<file path="config.mk">
export PLATFORM = sky130hd
export DESIGN_NAME = load_types_unit
export DESIGN_NICKNAME = d
export VERILOG_FILES = /design/src/rtl/load_types_unit_pkg.sv /design/src/rtl/load_types_unit_extend.sv /design/src/rtl/load_types_unit.sv
export SDC_FILE = /design/constraint.sdc
export NUM_CORES = 1
export LEC_CHECK = 0
export ABC_AREA = 1
export BUFFER_PORTS_ARGS = -buffer_cell sky130_fd_sc_hd__buf_2
export CAP_MARGIN = 5
export CORE_MARGIN = 1.5
export CORE_UTILIZATION = 25
export DETAILED_ROUTE_END_ITERATION = 12
export PLACE_DENSITY = 0.49
export REMOVE_ABC_BUFFERS = 1
export SETUP_SLACK_MARGIN = 0.02
export SYNTH_ARGS = -nofsm -noshare
export SYNTH_HDL_FRONTEND = slang
export SYNTH_SLANG_ARGS = --single-unit
</file>
<file path="constraint.sdc">
create_clock -name clk -period 1.5 [get_ports clk]
set_input_delay 0.225 -clock clk [delete_from_list [all_inputs] [get_ports clk]]
set_output_delay 0.225 -clock clk [all_outputs]
set_load 0.005 [all_outputs]
</file>
<file path="src/rtl/load_types_unit_pkg.sv">
`default_nettype none
// +--------------------------------------------------------------------------+
// | Package : load_pkg                                                       |
// | Purpose : Shared definitions for the load path of the MEM stage:         |
// |           load opcodes, controller state encoding and opcode helpers.    |
// | Optional: MISALIGN_TRAP_EN (consumer of is_misaligned)                   |
// | Revision: 1.0 - initial release                                          |
// +--------------------------------------------------------------------------+
package load_pkg;

  localparam logic [5:0] OP_LB  = 6'b100000;
  localparam logic [5:0] OP_LH  = 6'b100001;
  localparam logic [5:0] OP_LW  = 6'b100011;
  localparam logic [5:0] OP_LBU = 6'b100100;
  localparam logic [5:0] OP_LHU = 6'b100101;

  localparam logic [1:0] ST_IDLE     = 2'd0;
  localparam logic [1:0] ST_WAIT_MEM = 2'd1;
  localparam logic [1:0] ST_DONE     = 2'd2;

  function automatic logic is_load(input logic [5:0] op);
    return (op == OP_LB) || (op == OP_LH) || (op == OP_LW) ||
           (op == OP_LBU) || (op == OP_LHU);
  endfunction

  // Halfwords must sit on an even byte, words on a multiple of four.
  function automatic logic is_misaligned(input logic [5:0] op, input logic [1:0] off);
    return (((op == OP_LH) || (op == OP_LHU)) && off[0]) ||
           ((op == OP_LW) && (off != 2'b00));
  endfunction

endpackage : load_pkg
`default_nettype wire

</file>
<file path="src/rtl/load_types_unit_extend.sv">
`default_nettype none
// +--------------------------------------------------------------------------+
// | Module  : load_extend                                                    |
// | Purpose : Combinational lane select and sign/zero extension of a         |
// |           32-bit memory word for LB/LH/LW/LBU/LHU.                       |
// | Ports   : i_opcode [5:0]  load opcode                                    |
// |           i_offset [1:0]  byte offset within the word                    |
// |           i_word   [31:0] raw word from memory                           |
// |           o_result [31:0] extended load result                           |
// | Revision: 1.0 - initial release                                          |
// +--------------------------------------------------------------------------+
module load_extend
  import load_pkg::*;
(
  input  logic [5:0]  i_opcode,
  input  logic [1:0]  i_offset,
  input  logic [31:0] i_word,
  output logic [31:0] o_result
);

  logic [7:0]  w_byte;
  logic [15:0] w_half;

  // Little-endian lanes; the halfword lane ignores offset bit 0.
  always_comb begin
    w_byte = i_word[7:0];
    case (i_offset)
      2'd0:    w_byte = i_word[7:0];
      2'd1:    w_byte = i_word[15:8];
      2'd2:    w_byte = i_word[23:16];
      default: w_byte = i_word[31:24];
    endcase
    w_half = i_offset[1] ? i_word[31:16] : i_word[15:0];
  end

  always_comb begin
    o_result = i_word;
    case (i_opcode)
      OP_LB:   o_result = {{24{w_byte[7]}}, w_byte};
      OP_LBU:  o_result = {24'd0, w_byte};
      OP_LH:   o_result = {{16{w_half[15]}}, w_half};
      OP_LHU:  o_result = {16'd0, w_half};
      default: o_result = i_word;
    endcase
  end

endmodule : load_extend
`default_nettype wire

</file>
<file path="src/rtl/load_types_unit.sv">
`default_nettype none
// +--------------------------------------------------------------------------+
// | Module  : load_types_unit                                                |
// | Purpose : MEM-stage load formatter. Accepts one load request, performs   |
// |           a word read with a ready handshake (bounded by a timeout),     |
// |           extends the addressed lane and returns a registered result     |
// |           with a one-cycle valid pulse.                                  |
// | Optional: MISALIGN_TRAP_EN - trap misaligned LH/LHU/LW without touching  |
// |           memory; when undefined, misaligned is tied low.                |
// | Ports   : clk, rst_n (async assert, active low)                          |
// |           instruccion/addr/req_valid/req_ready  request handshake        |
// |           mem_rd_en/mem_addr/mem_rdata/mem_ready memory read port        |
// |           data_out/out_valid/misaligned/bus_err  result                  |
// | Revision: 1.0 - initial release                                          |
// +--------------------------------------------------------------------------+
module load_types_unit
  import load_pkg::*;
#(
  parameter int ADDR_W         = 32,
  parameter int TIMEOUT_CYCLES = 15
) (
  input  logic              clk,
  input  logic              rst_n,
  input  logic [5:0]        instruccion,
  input  logic [ADDR_W-1:0] addr,
  input  logic              req_valid,
  output logic              req_ready,
  output logic              mem_rd_en,
  output logic [ADDR_W-1:0] mem_addr,
  input  logic [31:0]       mem_rdata,
  input  logic              mem_ready,
  output logic [31:0]       data_out,
  output logic              out_valid,
  output logic              misaligned,
  output logic              bus_err
);

  // One extra count value so the counter can step past the last wait cycle.
  localparam int CNT_W = $clog2(TIMEOUT_CYCLES + 1);

  logic [1:0]        r_state;
  logic [1:0]        w_state_nxt;
  logic [5:0]        r_op;
  logic [1:0]        r_off;
  logic [ADDR_W-1:0] r_mem_addr;
  logic [CNT_W-1:0]  r_cnt;
  logic              r_req_ready;
  logic [31:0]       r_data;
  logic              r_bus_err;
  logic              w_accept;
  logic              w_trap;
  logic              w_timeout;
  logic [31:0]       w_ext;

  assign w_accept  = req_valid && r_req_ready && is_load(instruccion);
  // Last permitted wait cycle; a coincident mem_ready still takes priority.
  assign w_timeout = (r_cnt == CNT_W'(TIMEOUT_CYCLES - 1));

`ifdef MISALIGN_TRAP_EN
  assign w_trap = is_misaligned(instruccion, addr[1:0]);
`else
  assign w_trap = 1'b0;
`endif

  load_extend u_extend (
    .i_opcode (r_op),
    .i_offset (r_off),
    .i_word   (mem_rdata),
    .o_result (w_ext)
  );

  always_comb begin
    w_state_nxt = r_state;
    case (r_state)
      ST_IDLE: begin
        if (w_accept) w_state_nxt = w_trap ? ST_DONE : ST_WAIT_MEM;
      end
      ST_WAIT_MEM: begin
        if (mem_ready || w_timeout) w_state_nxt = ST_DONE;
      end
      ST_DONE:  w_state_nxt = ST_IDLE;
      default:  w_state_nxt = ST_IDLE;
    endcase
  end

  always_ff @(posedge clk or negedge rst_n) begin
    if (!rst_n) begin
      r_state     <= ST_IDLE;
      r_op        <= 6'd0;
      r_off       <= 2'd0;
      r_mem_addr  <= '0;
      r_cnt       <= '0;
      r_req_ready <= 1'b0;
      r_data      <= 32'd0;
      r_bus_err   <= 1'b0;
    end else begin
      r_state <= w_state_nxt;
      // Registered so ready is low throughout reset and rises one cycle after release.
      r_req_ready <= (w_state_nxt == ST_IDLE);
      if (w_accept) begin
        r_op       <= instruccion;
        r_off      <= addr[1:0];
        r_mem_addr <= {addr[ADDR_W-1:2], 2'b00};
        r_cnt      <= '0;
        if (w_trap) begin
          r_data    <= 32'd0;
          r_bus_err <= 1'b0;
        end
      end
      if (r_state == ST_WAIT_MEM) begin
        r_cnt <= r_cnt + CNT_W'(1);
        if (mem_ready) begin
          r_data    <= w_ext;
          r_bus_err <= 1'b0;
        end else if (w_timeout) begin
          r_data    <= 32'd0;
          r_bus_err <= 1'b1;
        end
      end
    end
  end

`ifdef MISALIGN_TRAP_EN
  logic r_misaligned;

  always_ff @(posedge clk or negedge rst_n) begin
    if (!rst_n) begin
      r_misaligned <= 1'b0;
    end else if (w_accept) begin
      r_misaligned <= w_trap;
    end
  end

  assign misaligned = r_misaligned;
`else
  assign misaligned = 1'b0;
`endif

  assign req_ready = r_req_ready;
  assign mem_rd_en = (r_state == ST_WAIT_MEM);
  assign mem_addr  = r_mem_addr;
  assign data_out  = r_data;
  assign out_valid = (r_state == ST_DONE);
  assign bus_err   = r_bus_err;

endmodule : load_types_unit
`default_nettype wire

</file>
==> impl_metrics.env, run 1 <==
export IMPL_drtIter0Drc=214
export IMPL_syn_avg_cell_area_um2=7.29
export IMPL_fp_dieW_um=130
export IMPL_p_clk_frac=0.225
export IMPL_grt_max_degree=50
export IMPL_io_pins=143
export IMPL_slowest_stage="dfrtp_1"
export IMPL_switching_share=0.384
export IMPL_cts_buffer_depth=2
export IMPL_period_needed_ns=1.48
export IMPL_reg2reg_from="r_cnt[0]$_DFFE_PN0P_"
export IMPL_grtUsageTotal=0.143
export IMPL_crit_chain="inv_2 -> ha_4 -> nand3_4 -> a21oi_4 -> nand2_4 -> clkbuf_16 -> nand2_1 -> nand2_1"
export IMPL_rows=46
export IMPL_power_frac_seq=0.375
export IMPL_drv_slew=0
export IMPL_hp_class="input port to flop"
export IMPL_hp_start="mem_ready"
export IMPL_worstPathRequired_ns=1.73
export IMPL_first_pass_iters=4
export IMPL_crit_top_cell="nand2_1"
export IMPL_core_area_um2=15800
export IMPL_synth_warnings=0
export IMPL_power_per_cell_area_nw_per_um2=1650
export IMPL_finalHoldViolations=0
export IMPL_overflow=0
export IMPL_port_buffers=139
export IMPL_critPathKind="flop to flop"
export IMPL_grt_pass1_vias=3610
export IMPL_clk_pin_slew_worst_paths_ns=0.06
export IMPL_yosysSeqAreaShare=0.483
export IMPL_hold_end="bus_err$_DFFE_PN0P_"
export IMPL_ys_seq_elements=78
export IMPL_combPwrFrac=0.401
export IMPL_finalCritPeriodShare=0.987
export IMPL_route_detailed_drc=0
export IMPL_tns_ns=0
export IMPL_antenna_found_initial=0
export IMPL_timing_critical_path_arrival_ns=1.71
export IMPL_critPathLaunch="r_cnt[0]$_DFFE_PN0P_"
export IMPL_status="completed"
export IMPL_min_path_cells=2
export IMPL_cts_tree="done"
export IMPL_routed_wl_um=12200
export IMPL_vias=3795
export IMPL_max_cap_viol_count=0
export IMPL_rr_worst_depth=8
export IMPL_ir_drop_uv=794
export IMPL_setup_worst_path_start_class="flop"
export IMPL_leakage_nw=3.13
export IMPL_drive_gt1_frac=0.314
export IMPL_cts_sinks=78
export IMPL_power_internal_w=0.00563
export IMPL_clock_skew_ns=0.0108
export IMPL_wl_per_cell_um=13.2
export IMPL_diodes=0
export IMPL_reg2reg_slack_ns=0.02
export IMPL_grt_pass1_wl_um=18400
export IMPL_ys_types=25
export IMPL_rsz0062_at_grt="yes"
export IMPL_area_growth_pct=36.7
export IMPL_die_h_um=130
export IMPL_p_sw_w=0.00350
export IMPL_netlist_instances=555
export IMPL_htree_levels=3
export IMPL_start_util=0.256
export IMPL_syn_area_um2=4050
export IMPL_reg2reg_to="data_out[10]$_DFFE_PN0P_"
export IMPL_slowest_delay_ns=0.40
export IMPL_nets=780
export IMPL_cts_inserted_buffers=9
export IMPL_die_area_um2=17000
export IMPL_gp_congestion=0.746
export IMPL_viasPerCell=4.11
export IMPL_finalSetupViolations=0
export IMPL_end_kind="flop"
export IMPL_utilization=0.349
export IMPL_clk_latency_ns=0.35
export IMPL_root_buffer="clkbuf_16"
export IMPL_hpwl_um=8340
export IMPL_fmax_mhz=675
export IMPL_crit_fanout=9
export IMPL_route_antenna_remaining_nets=0
==> per-stage QoR <==
step	total power (W)	setup WS (ns)	cells	hold slack, ns	area (um^2)
6_report	0.00913	0.0196	924	0.0932	5530
4_1_cts	0.00903	0.0274	919	0.0892	5370
5_1_grt	0.00995	-0.0420	924	0.0970	5530
2_1_floorplan	0.00520	-0.725	529	-0.0706	3890
3_3_place_gp	0.00687	0.0583	903	0.194	5090
3_5_place_dp	0.00690	0.0483	903	0.194	5090
==> cells in the final DEF (no fill, tap or decap), types with 3 or more instances in the layout <==
cell and n:
buf_12 6, o21ai_0 45, buf_4 15, clkinvlp_4 3
o21ai_1 6, a21oi_1 29, buf_2 138, nor2_1 50
conb_1 3, inv_2 4, inv_1 66, nor2_2 3
nand3_1 16, nand2_4 3, clkbuf_16 11, dfrtp_1 77
nand2_1 189, nand2_2 25
==> worst max-delay path: cells and delay by family, from the launching register on <==
| family | cells | cell delay, ns |
|---|---|---|
| AO/OA/AOI/OAI | 1 | 0.20 |
| AND/OR/NAND/NOR | 4 | 0.33 |
| flip-flops | 1 | 0.40 |
| adder cells (fa/ha/maj) | 1 | 0.14 |
| buffers and inverters | 2 | 0.29 |
==> cell type report <==
| type | count | area, um^2 |
|---|---|---|
| timing repair buffer | 164 | 1010 |
| multi-input combinational | 381 | 1760 |
| inverter | 70 | 263 |
| sequential | 78 | 1950 |
| clock buffer | 9 | 225 |
| clock inverter | 6 | 48.8 |
| fill | 1737 | 10300 |
| tap | 216 | 270 |
==> worst max-delay path by stage <==
stage                     slack, ns  cells past startpoint                  endpoint
after floorplan               -0.73                      4  mem_addr[10]$_DFFE_PN0P_
after global placement         0.06                      8  data_out[20]$_DFFE_PN0P_
after detailed placement       0.05                      8  data_out[16]$_DFFE_PN0P_
after CTS                      0.03                      8  data_out[16]$_DFFE_PN0P_
after global routing          -0.04                      8  data_out[29]$_DFFE_PN0P_
final                          0.02                      8  data_out[10]$_DFFE_PN0P_
==> what timing repair did <==
item | 4_1_cts | 5_1_grt
setup buffers | 0 | 1
resized for setup | 0 | 21
hold buffers | 1 | 0
endpoints found under the setup margin | 0 | 33
hold endpoints to repair | 26 | 0
==> metal layers <==
metal | up-vias | global-route usage | share of wire
met5 | - | 0 | 0
met4 | 0 | 0.0431 | 0.011
met3 | 11 | 0.0443 | 0.073
met2 | 134 | 0.217 | 0.43
met1 | 1669 | 0.194 | 0.48
li1 | 1981 | - | -
==> state kept, by name, indices dropped and copies added, names as in the netlist <==
register / count
req_ready: 1
r_state: 2
bus_err: 1
r_off: 2
mem_addr: 30
r_op: 6
r_cnt: 4
data_out: 32
==> logic make-up after synthesis <==
logic type                 count (synthesis)  synth area share
DFF                                       78             0.483
adders and majority gates                  2           0.00619
and+or+nand+nor                          292             0.300
buffers and inverters                     98             0.104
other                                      1          0.000927
xor gates and xnor gates                   2           0.00433
AOI/OAI and AO/OA                         82             0.102
==> Yosys cell counts, drive strengths merged <==
library cell    n  area, um^2
nand2         218         878
xnor2           1        8.76
dfrtp          78        1950
nand3          20         118
a21oi          30         150
inv            70         263
ha              2        25.0
o21ai          51         255
clkbuf         14        52.6
xor2            1        8.76
nor2           54         218
buf            14         105
o21a            1        7.51
conb            1        3.75
==> power groups by stage <==
stage | logic, W | clock network [W] | registers (W)
3_5_place_dp | 0.00350 | 0 | 0.00340
4_1_cts | 0.00351 | 0.00214 | 0.00339
5_1_grt | 0.00419 | 0.00223 | 0.00353
6_report | 0.00366 | 0.00205 | 0.00342
3_3_place_gp | 0.00344 | 0 | 0.00344
2_1_floorplan | 0.00174 | 0 | 0.00346
(Power assumes the default switching activity.)
==> run 2, diff against run 1 <==
--- a/config.mk
+++ b/config.mk
@@ -8,10 +8,11 @@
 export ABC_AREA = 1
 export BUFFER_PORTS_ARGS = -buffer_cell sky130_fd_sc_hd__buf_2
 export CAP_MARGIN = 5
-export CORE_MARGIN = 1.5
+export CORE_MARGIN = 2
 export CORE_UTILIZATION = 25
 export DETAILED_ROUTE_END_ITERATION = 12
 export PLACE_DENSITY = 0.49
+export RECOVER_POWER = 100
 export REMOVE_ABC_BUFFERS = 1
 export SETUP_SLACK_MARGIN = 0.02
 export SYNTH_ARGS = -nofsm -noshare
==> impl_metrics.env, run 2 (synthesis gave the netlist of run 1 again) <==
export IMPL_fillers=1696
export IMPL_final_common_cell="nand2_1"
export IMPL_grt_max_degree=37
export IMPL_worst_path_buf_inv=2
export IMPL_crit_fanout=17
export IMPL_leakage_nw=3.07
export IMPL_crit_top_cell="nand2_1"
export IMPL_vias=3808
export IMPL_cts_sinks=78
export IMPL_path_depth=8
export IMPL_fmax_mhz=684
export IMPL_grt_pass1_vias=3652
export IMPL_largest_reg_flops=32
export IMPL_rr_worst_depth=8
export IMPL_crit_family="flip-flops"
export IMPL_port_buffers=139
export IMPL_worstPathRequired_ns=1.74
export IMPL_hpwl_um=8300
export IMPL_diodes=0
export IMPL_first_pass_iters=4
export IMPL_clock_skew_ns=0.00961
export IMPL_min_path_cells=2
export IMPL_ir_drop_uv=865
export IMPL_htree_levels=3
export IMPL_slew_headroom=0.398
export IMPL_io_pins=143
export IMPL_setup_worst_path_start_class="flop"
export IMPL_critPathKind="flop to flop"
export IMPL_die_h_um=131
export IMPL_antenna_found_initial=1
export IMPL_max_cap_viol_count=0
export IMPL_slowest_delay_ns=0.40
export IMPL_area_growth_pct=38.0
export IMPL_die_area_um2=17200
export IMPL_viasPerCell=4.11
export IMPL_wl_per_cell_um=12.7
export IMPL_drive_gt1_frac=0.283
export IMPL_status="completed"
export IMPL_timing_critical_path_arrival_ns=1.70
export IMPL_power_per_cell_area_nw_per_um2=1720
export IMPL_rows=46
export IMPL_start_util=0.256
export IMPL_clk_latency_ns=0.35
export IMPL_crit_chain="inv_2 -> ha_4 -> nand3_4 -> a21oi_4 -> nand2_4 -> clkbuf_16 -> nand2_1 -> nand2_1"
export IMPL_finalCritPeriodShare=0.974
export IMPL_grt_pass1_wl_um=18700
export IMPL_register_area_um2=1950
export IMPL_tightestPinTransition_ns=0.904
export IMPL_tns_ns=0
export IMPL_reg2reg_from="r_cnt[0]$_DFFE_PN0P_"
export IMPL_gp_congestion=0.793
export IMPL_drv_slew=0
export IMPL_fp_dieW_um=131
export IMPL_rsz0062_at_grt="yes"
export IMPL_route_detailed_drc=0
export IMPL_end_kind="flop"
export IMPL_reg2reg_slack_ns=0.04
export IMPL_nets=782
export IMPL_cts_tree="done"
export IMPL_root_buffer="clkbuf_16"
export IMPL_finalHoldViolations=0
export IMPL_hp_class="input port to flop"
export IMPL_core_area_um2=15800
export IMPL_multi_input_area_um2=1800
export IMPL_clk_pin_slew_worst_paths_ns=0.06
export IMPL_grtUsageTotal=0.136
export IMPL_utilization=0.353
export IMPL_routed_wl_um=11800
export IMPL_overflow=0
export IMPL_finalSetupViolations=0
export IMPL_final_cell_mix="nand2_1 (178), buf_2 (107), dfrtp_1 (77)"
export IMPL_hold_end="bus_err$_DFFE_PN0P_"
export IMPL_cts_inserted_buffers=9
export IMPL_slowest_stage="dfrtp_1"
export IMPL_reg2reg_to="data_out[2]$_DFFE_PN0P_"
export IMPL_route_antenna_remaining_nets=0
export IMPL_period_needed_ns=1.46
export IMPL_drtIter0Drc=159
export IMPL_cts_buffer_depth=2
export IMPL_hp_start="mem_ready"
[run 2: cell count changes in the layout (fill, tap and decap cells not counted), sizes merged]
| cell | before | now |
|---|---|---|
| clkbuf | 11 | 50 |
| buf | 161 | 126 |
| bufinv | 0 | 3 |
| clkinvlp | 3 | 0 |
| inv | 71 | 70 |
[run 2: repair_timing]
action / 4_1_cts / 5_1_grt
endpoints found under the setup margin: 0 / 33
buffers inserted: 0 / 4
hold endpoints to repair: 32 / 0
gates resized for setup: 0 / 36
hold buffers: 1 / 0
[run 2: stage by stage]
step                setup WS, ns  total power [W]  hold slack (ns)  std cells  instance area (um^2)
global route             -0.0523           0.0104           0.0916        927                  5580
floorplan                 -0.725          0.00520          -0.0706        529                  3890
CTS                       0.0388          0.00945           0.0930        920                  5410
finish                    0.0383          0.00959           0.0839        927                  5580
detailed placement        0.0669          0.00686            0.220        903                  5060
global placement          0.0886          0.00684            0.224        903                  5060
[run 2: cell type report]
class | instances | share of cell area
Sequential cell | 78 | 0.350
Inverter | 70 | 0.0471
Timing Repair Buffer | 166 | 0.170
Clock inverter | 5 | 0.0193
Multi-Input combinational cell | 381 | 0.323
Clock buffer | 11 | 0.0417
Tap cell | 216 | 0.0484
[run 2: report_power, final]
| group | switching, W | leakage (nW) | internal, W |
|---|---|---|---|
| Combinational | 0.00204 | 1.92 | 0.00159 |
| Sequential | 0.000564 | 0.979 | 0.00289 |
| Clock | 0.000877 | 0.164 | 0.00163 |
[run 2: how the worst max path moves through the flow]
stage                    startpoint                  endpoint
5_1_grt        r_cnt[0]$_DFFE_PN0P_  data_out[22]$_DFFE_PN0P_
4_1_cts        r_off[1]$_DFFE_PN0P_  data_out[17]$_DFFE_PN0P_
6_report       r_cnt[0]$_DFFE_PN0P_   data_out[2]$_DFFE_PN0P_
2_1_floorplan   req_ready$_DFF_PN0_  mem_addr[10]$_DFFE_PN0P_
3_3_place_gp   r_off[1]$_DFFE_PN0P_  data_out[17]$_DFFE_PN0P_
3_5_place_dp   r_cnt[0]$_DFFE_PN0P_  data_out[24]$_DFFE_PN0P_
[run 2: layer usage]
layer / wire length (um) / track usage / vias to the layer above
met5: 7 / 0 / -
met4: 115 / 0.0362 / 2
met3: 1000 / 0.0602 / 12
met2: 4880 / 0.199 / 136
met1: 5750 / 0.184 / 1666
li1: - / - / 1992
[run 2: worst reg2reg max path, delay by kind of cell, from the launching register on]
family	cells	cell delay, ns
AO/OA/AOI/OAI	1	0.19
adder cells (fa/ha/maj)	1	0.14
buffers and inverters	2	0.30
flip-flops	1	0.40
AND/OR/NAND/NOR	4	0.33
==> run 3, diff against run 2 <==
--- a/config.mk
+++ b/config.mk
@@ -11,10 +11,11 @@
 export CORE_MARGIN = 2
 export CORE_UTILIZATION = 25
 export DETAILED_ROUTE_END_ITERATION = 12
-export PLACE_DENSITY = 0.49
+export PLACE_DENSITY_LB_ADDON = 0.05
 export RECOVER_POWER = 100
 export REMOVE_ABC_BUFFERS = 1
 export SETUP_SLACK_MARGIN = 0.02
+export SLEW_MARGIN = 20
 export SYNTH_ARGS = -nofsm -noshare
 export SYNTH_HDL_FRONTEND = slang
 export SYNTH_SLANG_ARGS = --single-unit
==> impl_metrics.env, run 3 (synthesis gave the netlist of run 1 again) <==
export IMPL_status="completed"
export IMPL_slew_headroom=0.503
export IMPL_fin_area_um2=5620
export IMPL_finalHoldViolations=0
export IMPL_rows=46
export IMPL_slowest_delay_ns=0.39
export IMPL_largest_reg_flops=32
export IMPL_hpwl_um=8320
export IMPL_viasPerCell=4.13
export IMPL_routed_wl_um=12700
export IMPL_finalSetupViolations=0
export IMPL_rr_worst_depth=8
export IMPL_placed_area_um2=5080
export IMPL_area_growth_pct=38.8
export IMPL_finalCritPeriodShare=0.973
export IMPL_io_pins=143
export IMPL_rsz0062_at_grt="yes"
export IMPL_whs_ns=0.113
export IMPL_crit_fanout=8
export IMPL_period_needed_ns=1.46
export IMPL_wl_per_cell_um=13.7
export IMPL_slowest_stage="dfrtp_1"
export IMPL_power_per_cell_area_nw_per_um2=1740
export IMPL_min_path_cells=3
export IMPL_grt_pass1_wl_um=19800
export IMPL_cts_inserted_buffers=9
export IMPL_gp_congestion=0.803
export IMPL_fp_dieW_um=131
export IMPL_tns_ns=0
export IMPL_hp_class="input port to flop"
export IMPL_fmax_mhz=685
export IMPL_antenna_found_initial=1
export IMPL_grt_max_degree=79
export IMPL_reg2reg_slack_ns=0.04
export IMPL_reg2reg_to="data_out[19]$_DFFE_PN0P_"
export IMPL_nets=778
export IMPL_clk_pin_slew_worst_paths_ns=0.06
export IMPL_clock_skew_ns=0.00725
export IMPL_die_h_um=131
export IMPL_critPathKind="flop to flop"
export IMPL_end_kind="flop"
export IMPL_ir_drop_uv=628
export IMPL_htree_levels=3
export IMPL_cts_buffer_depth=2
export IMPL_final_common_cell="nand2_1"
export IMPL_drtIter0Drc=163
export IMPL_root_buffer="clkbuf_16"
export IMPL_port_buffers=139
export IMPL_final_cell_mix="nand2_1 (168), buf_2 (110), dfrtp_1 (77)"
export IMPL_overflow=0
export IMPL_grtUsageTotal=0.145
export IMPL_setup_worst_path_start_class="flop"
export IMPL_timing_critical_path_arrival_ns=1.69
export IMPL_max_cap_viol_count=0
export IMPL_crit_chain="inv_2 -> ha_4 -> nand3_4 -> a21oi_4 -> nand2_4 -> clkbuf_16 -> nand2_2 -> nand2_1"
export IMPL_grt_pass1_vias=3781
export IMPL_clk_latency_ns=0.34
export IMPL_vias=3812
export IMPL_cts_tree="done"
export IMPL_utilization=0.355
export IMPL_worstPathRequired_ns=1.73
export IMPL_die_area_um2=17200
export IMPL_core_area_um2=15800
export IMPL_start_util=0.256
export IMPL_reg2reg_from="r_cnt[0]$_DFFE_PN0P_"
export IMPL_hold_end="mem_addr[26]$_DFFE_PN0P_"
export IMPL_first_pass_iters=4
export IMPL_route_antenna_remaining_nets=0
export IMPL_hp_start="addr[26]"
export IMPL_cts_sinks=78
export IMPL_tightestPinTransition_ns=0.745
export IMPL_route_detailed_drc=0
export IMPL_drive_gt1_frac=0.300
export IMPL_drv_slew=0
export IMPL_leakage_nw=3.08
[run 3: area by class of cell]
cell class,instances,area (um^2)
fill,1773,10200
inverter,70,263
timing repair buffer,162,947
clock inverter,4,95.1
sequential,78,1950
clock buffer,11,243
antenna,1,2.50
multi-input combinational,381,1840
tap,216,270
[run 3: through the flow]
step | cells | power, W | setup WS, ns
after floorplan | 529 | 0.00520 | -0.725
final | 923 | 0.00977 | 0.0399
after global routing | 922 | 0.0106 | -0.0384
after CTS | 918 | 0.00961 | 0.0495
after global placement | 902 | 0.00693 | 0.0476
after detailed placement | 902 | 0.00696 | -0.00618
[run 3: critical path: cells and delay by family (launching register included)]
kind / cells / cell delay, ns
AOI/OAI and AO/OA: 1 / 0.20
DFF: 1 / 0.39
adders and majority gates: 1 / 0.14
and+or+nand+nor: 4 / 0.33
buffers and inverters: 2 / 0.29
[run 3: worst max-delay path by stage]
stage,startpoint,end,depth (start not counted)
final,r_cnt[0]$_DFFE_PN0P_,data_out[19]$_DFFE_PN0P_,8
after global routing,r_cnt[0]$_DFFE_PN0P_,data_out[3]$_DFFE_PN0P_,8
after CTS,r_off[1]$_DFFE_PN0P_,data_out[17]$_DFFE_PN0P_,8
after detailed placement,r_cnt[0]$_DFFE_PN0P_,data_out[24]$_DFFE_PN0P_,8
after global placement,r_cnt[0]$_DFFE_PN0P_,data_out[31]$_DFFE_PN0P_,8
after floorplan,req_ready$_DFF_PN0_,mem_addr[10]$_DFFE_PN0P_,4
[run 3: power breakdown]
group          internal (W)  total [W]  switching [W]
sequential          0.00289    0.00347       0.000574
clock               0.00166    0.00256       0.000899
combinational       0.00164    0.00375        0.00211
[run 3: repair_timing]
action,CTS,global route
pin swaps,0,8
hold buffers,1,0
gates resized for setup,2,46
hold endpoints to repair,78,0
buffers inserted,0,1
gates cloned,0,3
setup endpoints to repair,32,32
[run 3: per-layer routing]
metal  share of wire  vias to the layer above  GRT usage
li1                -                     1980          -
met1            0.45                     1703      0.188
met2            0.46                      115      0.226
met3           0.075                       14     0.0478
met4           0.017                        0     0.0562
met5               0                        -          0
